$ cat src/rtl/clock_pkg.sv
// ---------------------------------------------------------------------------
// clock_pkg
// Shared definitions for the divided-clock controller.
//   ch_state_t      : per-channel state encoding (HALTED=0, RUN=1, STEP=2)
//   DEF_DIV_DEFAULT : half-period divisor loaded into every channel at reset
// ---------------------------------------------------------------------------
package clock_pkg;

    typedef enum logic [1:0] {
        ST_HALTED = 2'd0,
        ST_RUN    = 2'd1,
        ST_STEP   = 2'd2
    } ch_state_t;

    localparam int DEF_DIV_DEFAULT = 130000;

endpackage

$ cat src/rtl/clock_ctrl_channel.sv
// ---------------------------------------------------------------------------
// clock_ctrl_channel
// One independent divided-clock channel.
//   clk, rst   : system clock, asynchronous active-high reset
//   halt       : level halt request
//   step       : one-cycle request for a single period while halted
//   wr, wr_val : write strobe and value for the pending divisor
//   clk_out    : registered divided clock
//   tick       : pulse in the first cycle clk_out is high
//   running    : high in RUN or STEP
// A period is a low half followed by a high half, so the 1->0 toggle is the
// period boundary where a pending divisor is adopted.
// ---------------------------------------------------------------------------
module clock_ctrl_channel
    import clock_pkg::*;
#(
    parameter int CNT_W   = 24,
    parameter int DEF_DIV = DEF_DIV_DEFAULT
) (
    input  logic             clk,
    input  logic             rst,
    input  logic             halt,
    input  logic             step,
    input  logic             wr,
    input  logic [CNT_W-1:0] wr_val,
    output logic             clk_out,
    output logic             tick,
    output logic             running
);

    ch_state_t        state, state_n;
    logic [CNT_W-1:0] cnt, cnt_n;
    logic [CNT_W-1:0] div_act, div_act_n;
    logic [CNT_W-1:0] div_pend, div_pend_n;
    logic             clk_n, tick_n;
    logic [CNT_W-1:0] last;
    logic             at_end;

    // A divisor of zero behaves like one: the counter end value is zero.
    assign last    = (div_act == '0) ? '0 : (div_act - CNT_W'(1));
    assign at_end  = (cnt == last);
    assign running = (state == ST_RUN) || (state == ST_STEP);

    // State and datapath registers.
    always_ff @(posedge clk or posedge rst) begin
        if (rst) begin
            state    <= ST_HALTED;
            cnt      <= '0;
            div_act  <= CNT_W'(DEF_DIV);
            div_pend <= CNT_W'(DEF_DIV);
            clk_out  <= 1'b0;
            tick     <= 1'b0;
        end else begin
            state    <= state_n;
            cnt      <= cnt_n;
            div_act  <= div_act_n;
            div_pend <= div_pend_n;
            clk_out  <= clk_n;
            tick     <= tick_n;
        end
    end

    // Next-state logic. While halted the pending divisor is copied every
    // cycle; while counting it is only copied at the high->low toggle, so a
    // period never mixes two divisors.
    always_comb begin
        state_n    = state;
        cnt_n      = cnt;
        clk_n      = clk_out;
        tick_n     = 1'b0;
        div_act_n  = div_act;
        div_pend_n = wr ? wr_val : div_pend;

        case (state)
            ST_HALTED: begin
                cnt_n     = '0;
                clk_n     = 1'b0;
                div_act_n = div_pend;
                if (!halt) begin
                    state_n = ST_RUN;
                end else if (step) begin
                    state_n = ST_STEP;
                end
            end
            ST_RUN, ST_STEP: begin
                // Halt aborts a running channel immediately; STEP ignores it.
                if ((state == ST_RUN) && halt) begin
                    state_n = ST_HALTED;
                    cnt_n   = '0;
                    clk_n   = 1'b0;
                end else if (at_end) begin
                    cnt_n = '0;
                    clk_n = ~clk_out;
                    if (!clk_out) begin
                        tick_n = 1'b1;
                    end else begin
                        div_act_n = div_pend;
                        if (state == ST_STEP) begin
                            state_n = halt ? ST_HALTED : ST_RUN;
                        end
                    end
                end else begin
                    cnt_n = cnt + CNT_W'(1);
                end
            end
            default: begin
                state_n = ST_HALTED;
                cnt_n   = '0;
                clk_n   = 1'b0;
            end
        endcase
    end

endmodule

$ cat src/rtl/clock_ctrl.sv
// ---------------------------------------------------------------------------
// clock_ctrl
// Multi-channel programmable clock divider.
//   i_clk, i_rst        : system clock, asynchronous active-high reset
//   i_halt, i_step      : per-channel halt level and single-period pulse
//   i_div_wr/ch/val     : divisor write strobe, target channel, half-period
//   o_div_ack           : pulse the cycle after every write strobe
//   o_clk, o_tick       : per-channel divided clock and rising-edge pulse
//   o_running           : per-channel RUN/STEP indication
// ---------------------------------------------------------------------------
module clock_ctrl
    import clock_pkg::*;
#(
    parameter int NUM_CH  = 2,
    parameter int CNT_W   = 24,
    parameter int DEF_DIV = DEF_DIV_DEFAULT,
    localparam int CH_W   = (NUM_CH > 1) ? $clog2(NUM_CH) : 1
) (
    input  logic              i_clk,
    input  logic              i_rst,
    input  logic [NUM_CH-1:0] i_halt,
    input  logic [NUM_CH-1:0] i_step,
    input  logic              i_div_wr,
    input  logic [CH_W-1:0]   i_div_ch,
    input  logic [CNT_W-1:0]  i_div_val,
    output logic              o_div_ack,
    output logic [NUM_CH-1:0] o_clk,
    output logic [NUM_CH-1:0] o_tick,
    output logic [NUM_CH-1:0] o_running
);

    logic [NUM_CH-1:0] wr_sel;

    // Write decode; a channel index past the last channel selects nothing,
    // so the write is acknowledged but discarded.
    always_comb begin
        for (int n = 0; n < NUM_CH; n++) begin
            wr_sel[n] = i_div_wr && (int'(i_div_ch) == n);
        end
    end

    // Every strobe is acknowledged one cycle later, valid channel or not.
    always_ff @(posedge i_clk or posedge i_rst) begin
        if (i_rst) begin
            o_div_ack <= 1'b0;
        end else begin
            o_div_ack <= i_div_wr;
        end
    end

    for (genvar n = 0; n < NUM_CH; n++) begin : g_ch
        clock_ctrl_channel #(
            .CNT_W   (CNT_W),
            .DEF_DIV (DEF_DIV)
        ) u_channel (
            .clk     (i_clk),
            .rst     (i_rst),
            .halt    (i_halt[n]),
            .step    (i_step[n]),
            .wr      (wr_sel[n]),
            .wr_val  (i_div_val),
            .clk_out (o_clk[n]),
            .tick    (o_tick[n]),
            .running (o_running[n])
        );
    end

endmodule

$ cat config.mk
export PLATFORM = sky130hd
export DESIGN_NAME = clock_ctrl
export DESIGN_NICKNAME = d
export VERILOG_FILES = /design/src/rtl/clock_pkg.sv /design/src/rtl/clock_ctrl_channel.sv /design/src/rtl/clock_ctrl.sv
export SDC_FILE = /design/constraint.sdc
export NUM_CORES = 1
export LEC_CHECK = 0
export ABC_AREA = 1
export CAP_MARGIN = 20
export CORE_MARGIN = 4
export CORE_UTILIZATION = 40
export DETAILED_ROUTE_END_ITERATION = 12
export MAX_ROUTING_LAYER = met4
export RECOVER_POWER = 50
export SYNTH_ARGS = -nofsm -noshare
export SYNTH_HDL_FRONTEND = slang
export SYNTH_SLANG_ARGS = --single-unit
$ cat constraint.sdc
create_clock -name i_clk -period 6.65 [get_ports i_clk]
set_input_delay 1.33 -clock i_clk [delete_from_list [all_inputs] [get_ports i_clk]]
set_output_delay 1.33 -clock i_clk [all_outputs]
set_load 0.02 [all_outputs]
After elaboration in Yosys (flattened, before gate mapping) --
Index checks and enable logic that the tools add are counted.
Storage, ports and cells: bits in registers 153, bits in latches 0, memory bits (writable) 0, ROM bits 0, memories kept 0
Cells by class: add/subtract/negate cells 4, multiply operators 0, divide/modulo/power cells 0, magnitude comparators 0, eq/ne operators 20, shifts and indexed selects 0, multiplexer cells 46, bitwise operators 3, reductions and logical operators 18
Operators with widths (number):
- $mux 24 | 14
- $pmux 24 s2 | 2
- $add 24x1->24 const B | 2
- $eq 24x24->1 | 2
- $logic_not 24->1 | 2
- $sub 24x1->24 const B | 2
- $mux 2 | 12
- $ne 3x1->1 const B | 6
- $mux 1 | 16
- $reduce_and 4->1 | 4
- $ne 2x1->1 const B | 4
- $pmux 2 s2 | 2
- $ne 3x3->1 const B | 2
- $eq 2x1->1 const B | 2
- $eq 2x2->1 const B | 2
- $logic_and 1x1->1 | 4
- $logic_not 2->1 | 2
- $ne 2x2->1 const B | 2
- $reduce_bool 2->1 | 2
- $reduce_or 2->1 | 2
- $not 1->1 | 3
- $logic_or 1x1->1 | 2

Depth between registers and ports, before layout --
Gate-level depths: netlist (run 1).
word-level depth 6, depth in mapped cells 20, gate-level depth less buffers 19

Hierarchy --
From an unflattened synthesis (run 1), not the netlist that was laid out.
Unflattened totals: cell total of the unflattened synthesis 1248, area, all modules 9366.5 µm²
By module, submodules not included:
- clock_ctrl_channel (g_ch[0].u_channel) | times used 1, cells each 635, area each 4692.0 µm², sequential area each 1929.4 µm²
- clock_ctrl_channel (g_ch[1].u_channel) | times used 1, cells each 607, area each 4628.2 µm², sequential area each 1929.4 µm²
- clock_ctrl | times used 1, cells each 6, area each 46.3 µm², sequential area each 25.0 µm²

Least setup slack after synthesis (run 1) --
Ideal clock, no wire load.
path kind input-to-reg, start input i_halt[0], end register g_ch[0].u_channel.div_act[0], library setup time 0.066 ns, arrival 2.523 ns, data required time 6.584 ns, setup slack 4.062 ns, cell stages on the path 6, path buffers 1, cell sequence nand2_1 nor2_1 a211oi_1 clkbuf_1 nand3_1 nand2_1
On the way: longest elaborated chain between the ends 3
Ends and longest elaborated chain:
- start: declaration | line clock_ctrl.sv:21 | input logic [NUM_CH-1:0] i_halt,
- $logic_and 1x1->1 | line clock_ctrl_channel.sv:87 | if ((state == ST_RUN) && halt) begin
- $ne 2x2->1 (no line)
- $reduce_and 4->1 (no line)
- end signal: assignment | line clock_ctrl_channel.sv:49 | div_act <= CNT_W'(DEF_DIV);
- end signal: assignment | line clock_ctrl_channel.sv:56 | div_act <= div_act_n;
- end: declaration | line clock_ctrl_channel.sv:33 | logic [CNT_W-1:0] div_act, div_act_n;
Every way passes these cells. A chain may end at the register's enable or synchronous reset.

Worst setup path in the final report (run 1) --
start register g_ch[1].u_channel.div_act[0], end register g_ch[1].u_channel.div_act[14]
On the way: longest elaborated chain between the ends 5, elaborated cells between the ends (all ways) 6, classes of those cells add/sub (1); eq/ne (2); mux (1); reduce/logical (2)
Ends and longest elaborated chain:
- start: declaration | line clock_ctrl_channel.sv:33
- start signal: assignment | line clock_ctrl_channel.sv:49
- start signal: assignment | line clock_ctrl_channel.sv:56
- $sub 24x1->24 or $logic_not 24->1 (tied branches) | line clock_ctrl_channel.sv:40 | assign last = (div_act == '0) ? '0 : (div_act - CNT_W'(1));
- $mux 24 (*) | line clock_ctrl_channel.sv:40
- $eq 24x24->1 (*) | line clock_ctrl_channel.sv:41 | assign at_end = (cnt == last);
- $ne 2x1->1 (no line) (*)
- $reduce_and 4->1 (no line) (*)
Every way passes the cells marked *; elsewhere a longest branch is shown, timed or not.

==> results_dict.tcl, run 1 <==
set metrics [dict create \
    worst_pin_slew_ns 1.725 \
    cp.arrival_ns 4.66 \
    hold_path.class "reg -> reg" \
    via_per_inst 4.927 \
    port_buffers 38 \
    cts_resized 0 \
    synthMuxAreaShare 0 \
    core_sq_mm 0.02278 \
    route.detailed.drc 0 \
    clock.fmax_ghz 0.2332 \
    grt_max_degree 105 \
    fp-row-count 55 \
    cts-root-buf "clkbuf_16" \
    synthSimpleGateAreaFrac 0.3895 \
    fin_setup_tns_ns 0 \
    hold_viol_final 0 \
    cpMostUsedCell "nand2_1" \
    cts.path.max_buffers 2 \
    synth_compound_area_frac 0.04975 \
    cts.htree.levels 4 \
    drtAntennaViolNets 0 \
    wl_per_cell_um 13.94 \
    cts.sinks 153 \
    synth_nets 1374 \
    start_util 0.4085 \
    grt_pass1_vias 7825 \
    drt-initial-drc-count 663 \
    synth_seq_cells 153 \
    crit_path_max_fanout 47 \
    tritoncts "built" \
    nFillCells 2352 \
    rsz0062_at_grt "no" \
    gr-usage-all-layers 0.1928 \
    diodes 0 \
    slew_headroom -0.1500 \
    drt-pass1-iter-count 5 \
    crit_type "reg -> reg" \
    critPathCaptureType "flip-flop" \
    grt_antenna_before_repair 0 \
    crit_buf_inv 1 \
    critPathSlowestCell "nand3_2" \
    post_cts_buffers 0 \
    synth_xor_xnor_area_share 0.03456 \
    ys_seq_area_frac 0.4174 \
    io_pins 39 \
    grt_overflow 0 \
    period_share 0.6450 \
    hold_buffers 0 \
    gp_congestion 0.9069 \
    vias 8243 \
    cpPeakStageDelay_ns 0.79 \
    critPathLaunchType "flip-flop" \
    leakagePower_uw 0.005043 \
    run_status "finished, violations left" \
    synthAdderAreaFrac 0.01614 \
    power_density_mw_per_mm2 417.7 \
    syn_avg_cell_area_sq_um 6.996 \
    final_cells 1673 \
    grt_pass1_wl_um 39740 \
    vdd_drop_max_mv 0.2653 \
    setup_viol 0 \
    hpwl_um 17380 \
    synth_warnings 0 \
    clkSlewWorstSetupHoldPaths_ns 0.07 \
    syn_inst 1330 \
    drive_gt1_frac 0.07426 \
    die_width_um 160.5 \
    crit_chain "inv_1, ha_1, nand2_1, nor2_1, nand3_2, nand3b_1, nand2_1, nor2_1, nand2_1, nor2_1, nand2_1, nor2_1, nand3_2, nand2_2, nand2_1, nand2_1" \
    syn_area_sq_mm 0.009305 \
    yosysUniqueCellTypes 33 \
    wirelength_um 23330 \
    clk_latency_ns 0.43 \
    synthToLayoutAreaGrowth_pct 12.34 \
    die_h_um 160.5 \
    finalCriticalPeriod_ns 4.289 \
    maxCapViolations 2 \
    fin_nets 1391 \
    violations "max-capacitance violations, max-slew violations" \
    maxSlewViolCount 98 \
    cp.required_ns 7.03 \
    fin_worst_skew_ns 0.01075 \
    cts_buffers 17 \
    dp_cells 1641 \
    dieArea_sq_mm 0.02577 \
    crit_family "simple AND/OR/NAND/NOR gates" \
    synth_top_family_by_area "simple AND/OR/NAND/NOR gates" \
]
-- metal layers --
metal	GRT usage	share of wire	up-vias
met5	-	0	-
met4	0.04458	0.011	0
met2	0.2746	0.43	153
met3	0.02823	0.035	21
li1	-	-	4276
met1	0.2896	0.52	3793
-- power by group --
part | internal [uW] | leakage [uW] | switching, uW
combinational | 633 | 0.00285 | 1310
clock | 550 | 0.000297 | 466
sequential | 1190 | 0.00190 | 221
total | 2370 | 0.00504 | 2000
-- final cells by class --
type | count | area [sq um] | share of cell area
repair buffers | 42 | 402.9 | 0.03854
well taps | 313 | 391.6 | 0.03746
clock buffers | 18 | 439.2 | 0.04201
multi-input cells | 974 | 4564 | 0.4366
flip-flops and latches | 153 | 3884 | 0.3715
inverters | 159 | 601.8 | 0.05757
clock inverters | 14 | 170.2 | 0.01628
-- kinds of logic (layout without fill, tap and decap cells) --
logic type      after synthesis  count (layout)
simple gates                841             841
buf+inv                     203             233
fa+ha+maj                    12              12
compound gates               86              86
xor+xnor                     35              35
flops                       153             153
-- stage by stage --
| step | hold slack [ns] | setup slack (ns) | instance area (sq um) | total power (uW) | util |
|---|---|---|---|---|---|
| finish | 0.4612 | 2.361 | 10450 | 4367 | 0.4589 |
| global route | 0.4862 | 1.719 | 10450 | 4777 | 0.4589 |
| CTS | 0.4568 | 2.343 | 10460 | 4393 | 0.4593 |
| detailed placement | 0.4519 | 2.385 | 9852 | 3360 | 0.4325 |
| global placement | 0.4476 | 2.509 | 9852 | 3329 | 0.4325 |
| floorplan | 0.4419 | 1.271 | 9305 | 2950 | - |
-- flip-flops by register name, indices dropped and copies added (netlist names) --
register / flops
g_ch.u_channel.cnt: 48
g_ch.u_channel.clk_out: 2
o_div_ack: 1
g_ch.u_channel.div_pend: 48
g_ch.u_channel.div_act: 48
g_ch.u_channel.state: 4
g_ch.u_channel.tick: 2
-- placed cells by master, fill, tap and decap left out, types with 3 or more instances in the layout --
| cell type | instances |
|---|---|
| a211oi_1 | 3 |
| a21oi_1 | 8 |
| clkbuf_16 | 17 |
| clkdlybuf4s50_1 | 32 |
| dfrtp_1 | 109 |
| dfstp_2 | 44 |
| dlygate4sd3_1 | 6 |
| ha_1 | 12 |
| inv_1 | 158 |
| inv_6 | 5 |
| inv_8 | 5 |
| nand2_1 | 420 |
| nand2_2 | 7 |
| nand3_1 | 152 |
| nand3b_1 | 4 |
| nand4_1 | 52 |
| nor2_1 | 169 |
| nor2_2 | 4 |
| nor2_4 | 3 |
| nor3_1 | 18 |
| nor4_1 | 6 |
| o21ai_0 | 62 |
| o21bai_1 | 7 |
| xnor2_1 | 3 |
| xor2_1 | 30 |
-- worst reg2reg max path, delay by kind of cell, from the launching register on --
family | cells | cell delay [ns]
buffers and inverters | 1 | 0.12
adders and majority gates | 1 | 0.20
DFF | 1 | 0.38
and+or+nand+nor | 14 | 3.52
-- cell usage after synthesis --
library cell / n / share of area
nor2_1: 169 / 0.068
nand2_4: 2 / 0.0024
o21ai_0: 62 / 0.033
buf_1: 1 / 0.00040
nor4_1: 6 / 0.0040
nand2_2: 7 / 0.0047
nor2_4: 3 / 0.0036
clkbuf_1: 14 / 0.0056
nand3_2: 2 / 0.0022
xor2_2: 2 / 0.0035
nor3_1: 18 / 0.0097
buf_6: 7 / 0.0085
dfstp_2: 44 / 0.12
buf_2: 14 / 0.0075
nand3_4: 1 / 0.0019
o31ai_1: 1 / 0.00081
a211oi_1: 4 / 0.0032
nand4_1: 52 / 0.035
o21ai_1: 2 / 0.0011
a31oi_1: 2 / 0.0013
inv_1: 159 / 0.064
nand2_1: 420 / 0.17
xnor2_1: 3 / 0.0028
xor2_1: 30 / 0.028
a21oi_1: 8 / 0.0043
nand3_1: 152 / 0.082
nor2_2: 4 / 0.0027
nand3b_1: 4 / 0.0032
or4_1: 1 / 0.00081
dfrtp_1: 109 / 0.29
ha_1: 12 / 0.016
o21bai_1: 7 / 0.0056
buf_4: 8 / 0.0065
-- worst paths after layout --
kind / start / end / slack (ns) / cells past startpoint
max: g_ch[1].u_channel.div_act[0] / g_ch[1].u_channel.div_act[14] / 2.36 / 16
min: g_ch[1].u_channel.div_pend[11] / g_ch[1].u_channel.div_act[11] / 0.46 / 2
max reg2reg: g_ch[1].u_channel.div_act[0] / g_ch[1].u_channel.div_act[14] / 2.36 / 16
min reg2reg: g_ch[1].u_channel.div_pend[11] / g_ch[1].u_channel.div_act[11] / 0.46 / 2
max in group asynchronous: i_rst / g_ch[0].u_channel.div_act[10] / 3.84 / 3
min in group asynchronous: i_rst / g_ch[1].u_channel.cnt[16] / 1.61 / 2
(Power assumes the default switching activity.)
==> run 2, diff against run 1 <==
==> constraint.sdc (replaced) <==
create_clock -name i_clk -period 3.7 [get_ports i_clk]
set_input_delay 0.74 -clock i_clk [delete_from_list [all_inputs] [get_ports i_clk]]
set_output_delay 0.74 -clock i_clk [all_outputs]
set_load 0.02 [all_outputs]
==> results_dict.tcl, run 2 (synthesis gave the netlist of run 1 again) <==
set metrics [dict create \
    vdd_drop_max_mv 0.3277 \
    cts.sinks 153 \
    cp.required_ns 4.03 \
    violations "max-capacitance violations, max-slew violations" \
    final_cell_mix "nand2_1, nor2_1, inv_1, nand3_1, dfrtp_1" \
    grt_pass1_wl_um 38950 \
    grt_max_degree 67 \
    gp_congestion 0.9529 \
    crit_type "reg -> reg" \
    io_pins 39 \
    critPathCaptureType "flip-flop" \
    clock.fmax_ghz 0.3169 \
    fin_area_sq_mm 0.01053 \
    wirelength_um 23500 \
    cp.arrival_ns 3.48 \
    tritoncts "built" \
    grt_antenna_before_repair 0 \
    final_common_cell "nand2_1" \
    drive_gt1_frac 0.07901 \
    worst_pin_slew_ns 1.722 \
    route.detailed.drc 0 \
    maxSlewViolCount 98 \
    hpwl_um 17840 \
    p_switching_uw 3614 \
    drt-initial-drc-count 574 \
    port_buffers 38 \
    slew_headroom -0.1482 \
    fin_setup_tns_ns 0 \
    drt-pass1-iter-count 5 \
    die_width_um 160.5 \
    clkSlewWorstSetupHoldPaths_ns 0.08 \
    nFillCells 2350 \
    cts.htree.levels 4 \
    via_per_inst 4.896 \
    period_share 0.8529 \
    fp-row-count 55 \
    p_seq_frac 0.319 \
    diodes 0 \
    setup_viol 0 \
    gr-usage-all-layers 0.1908 \
    die_h_um 160.5 \
    synthToLayoutAreaGrowth_pct 13.20 \
    drtAntennaViolNets 0 \
    rsz0062_at_grt "no" \
    cts-root-buf "clkbuf_16" \
    p_sw_frac 0.4577 \
    hold_path.class "reg -> reg" \
    reg_top3 "g_ch.u_channel.cnt (48), g_ch.u_channel.div_act (48), g_ch.u_channel.div_pend (48)" \
    hold_viol_final 0 \
    core_sq_mm 0.02278 \
    post_cts_buffers 0 \
    cts_resized 0 \
    hold_buffers 0 \
    p_int_uw 4283 \
    finalCriticalPeriod_ns 3.156 \
    fin_nets 1398 \
    cts.path.max_buffers 2 \
    critPathLaunchType "flip-flop" \
    clk_latency_ns 0.44 \
    leakagePower_uw 0.005069 \
    wl_per_cell_um 13.99 \
    run_status "finished, violations left" \
    start_util 0.4085 \
    grt_pass1_vias 7511 \
    grt_overflow 0 \
    fin_worst_skew_ns 0.01682 \
    maxCapViolations 2 \
    power_density_mw_per_mm2 749.7 \
    crit_path_max_fanout 42 \
    dieArea_sq_mm 0.02577 \
    power.share.clock 0.233 \
    vias 8226 \
    placed_area_sq_mm 0.009928 \
    cts_buffers 17 \
    p_comb_frac 0.447 \
]
## run 2: cell types whose count changed in the layout (fill, tap and decap cells not counted)
cell / change
clkinv_8: +4
inv_8: -1
clkbuf_8: -1
dlygate4sd3_1: -4
clkbuf_2: +1
clkdlybuf4s50_1: +4
clkinvlp_2: +1
inv_6: -4
buf_12: +1
buf_4: +5
clkinvlp_4: +1
## run 2: power groups by stage
stage	combinational, uW	clock (uW)	sequential [uW]
2_1_floorplan	2890	0	2410
3_3_place_gp	3480	0	2540
3_5_place_dp	3520	0	2550
4_1_cts	3540	1880	2520
5_1_grt	4070	1950	2580
6_report	3530	1840	2520
## run 2: path summary, 6_finish.rpt
| kind | start | endpoint | slack [ns] | cells past startpoint |
|---|---|---|---|---|
| setup / recovery | g_ch[0].u_channel.div_act[0] | g_ch[0].u_channel.state[1] | 0.54 | 16 |
| hold / removal | g_ch[1].u_channel.div_pend[7] | g_ch[1].u_channel.div_act[7] | 0.46 | 2 |
| setup reg to reg | g_ch[0].u_channel.div_act[0] | g_ch[0].u_channel.state[1] | 0.54 | 16 |
| hold reg to reg | g_ch[1].u_channel.div_pend[7] | g_ch[1].u_channel.div_act[7] | 0.46 | 2 |
| max in group asynchronous | i_rst | g_ch[1].u_channel.div_pend[21] | 0.64 | 3 |
| min in group asynchronous | i_rst | g_ch[0].u_channel.state[0] | 1.08 | 2 |
## run 2: cell type report
cell class                      count  area, sq um  share of cell area
Tap cell                          313        391.6             0.03718
Inverter                          159        598.1             0.05678
Timing Repair Buffer               49        465.4             0.04419
Sequential cell                   153         3884              0.3687
Clock buffer                       17        425.4             0.04038
Clock inverter                     15        205.2             0.01948
Multi-Input combinational cell    974         4564              0.4333
## run 2: metal layers
layer,global-route usage,vias to the layer above,routed length (um)
met3,0.03131,18,949
met5,-,-,0
met2,0.2746,184,10140
met1,0.2831,3738,12150
met4,0.04263,0,252
li1,-,4286,-
## run 2: stage by stage
stage	hold WS (ns)	setup slack [ns]	util	instances	power, uW
floorplan	0.4419	1.065	-	1330	5302
global placement	0.4482	0.6601	0.4359	1648	6021
detailed placement	0.4555	0.5427	0.4359	1648	6072
CTS	0.4618	0.5295	0.4636	1680	7942
global route	0.4826	0.1397	0.4625	1680	8594
finish	0.4634	0.5442	0.4625	1680	7897
## run 2: worst max-delay path, stage by stage (launching register included)
cell and delay, ns:
dfrtp_1 0.38, inv_1 0.09, ha_1 0.24, nand2_1 0.14
nor2_4 0.23, nand3_4 0.38, nand2_1 0.19, xor2_1 0.22
nand2_1 0.07, nor2_1 0.08, nand2_1 0.06, nor2_1 0.12
nand2_2 0.12, nand2_2 0.42, nand2_1 0.14, nand2_1 0.09
nand2_1 0.04
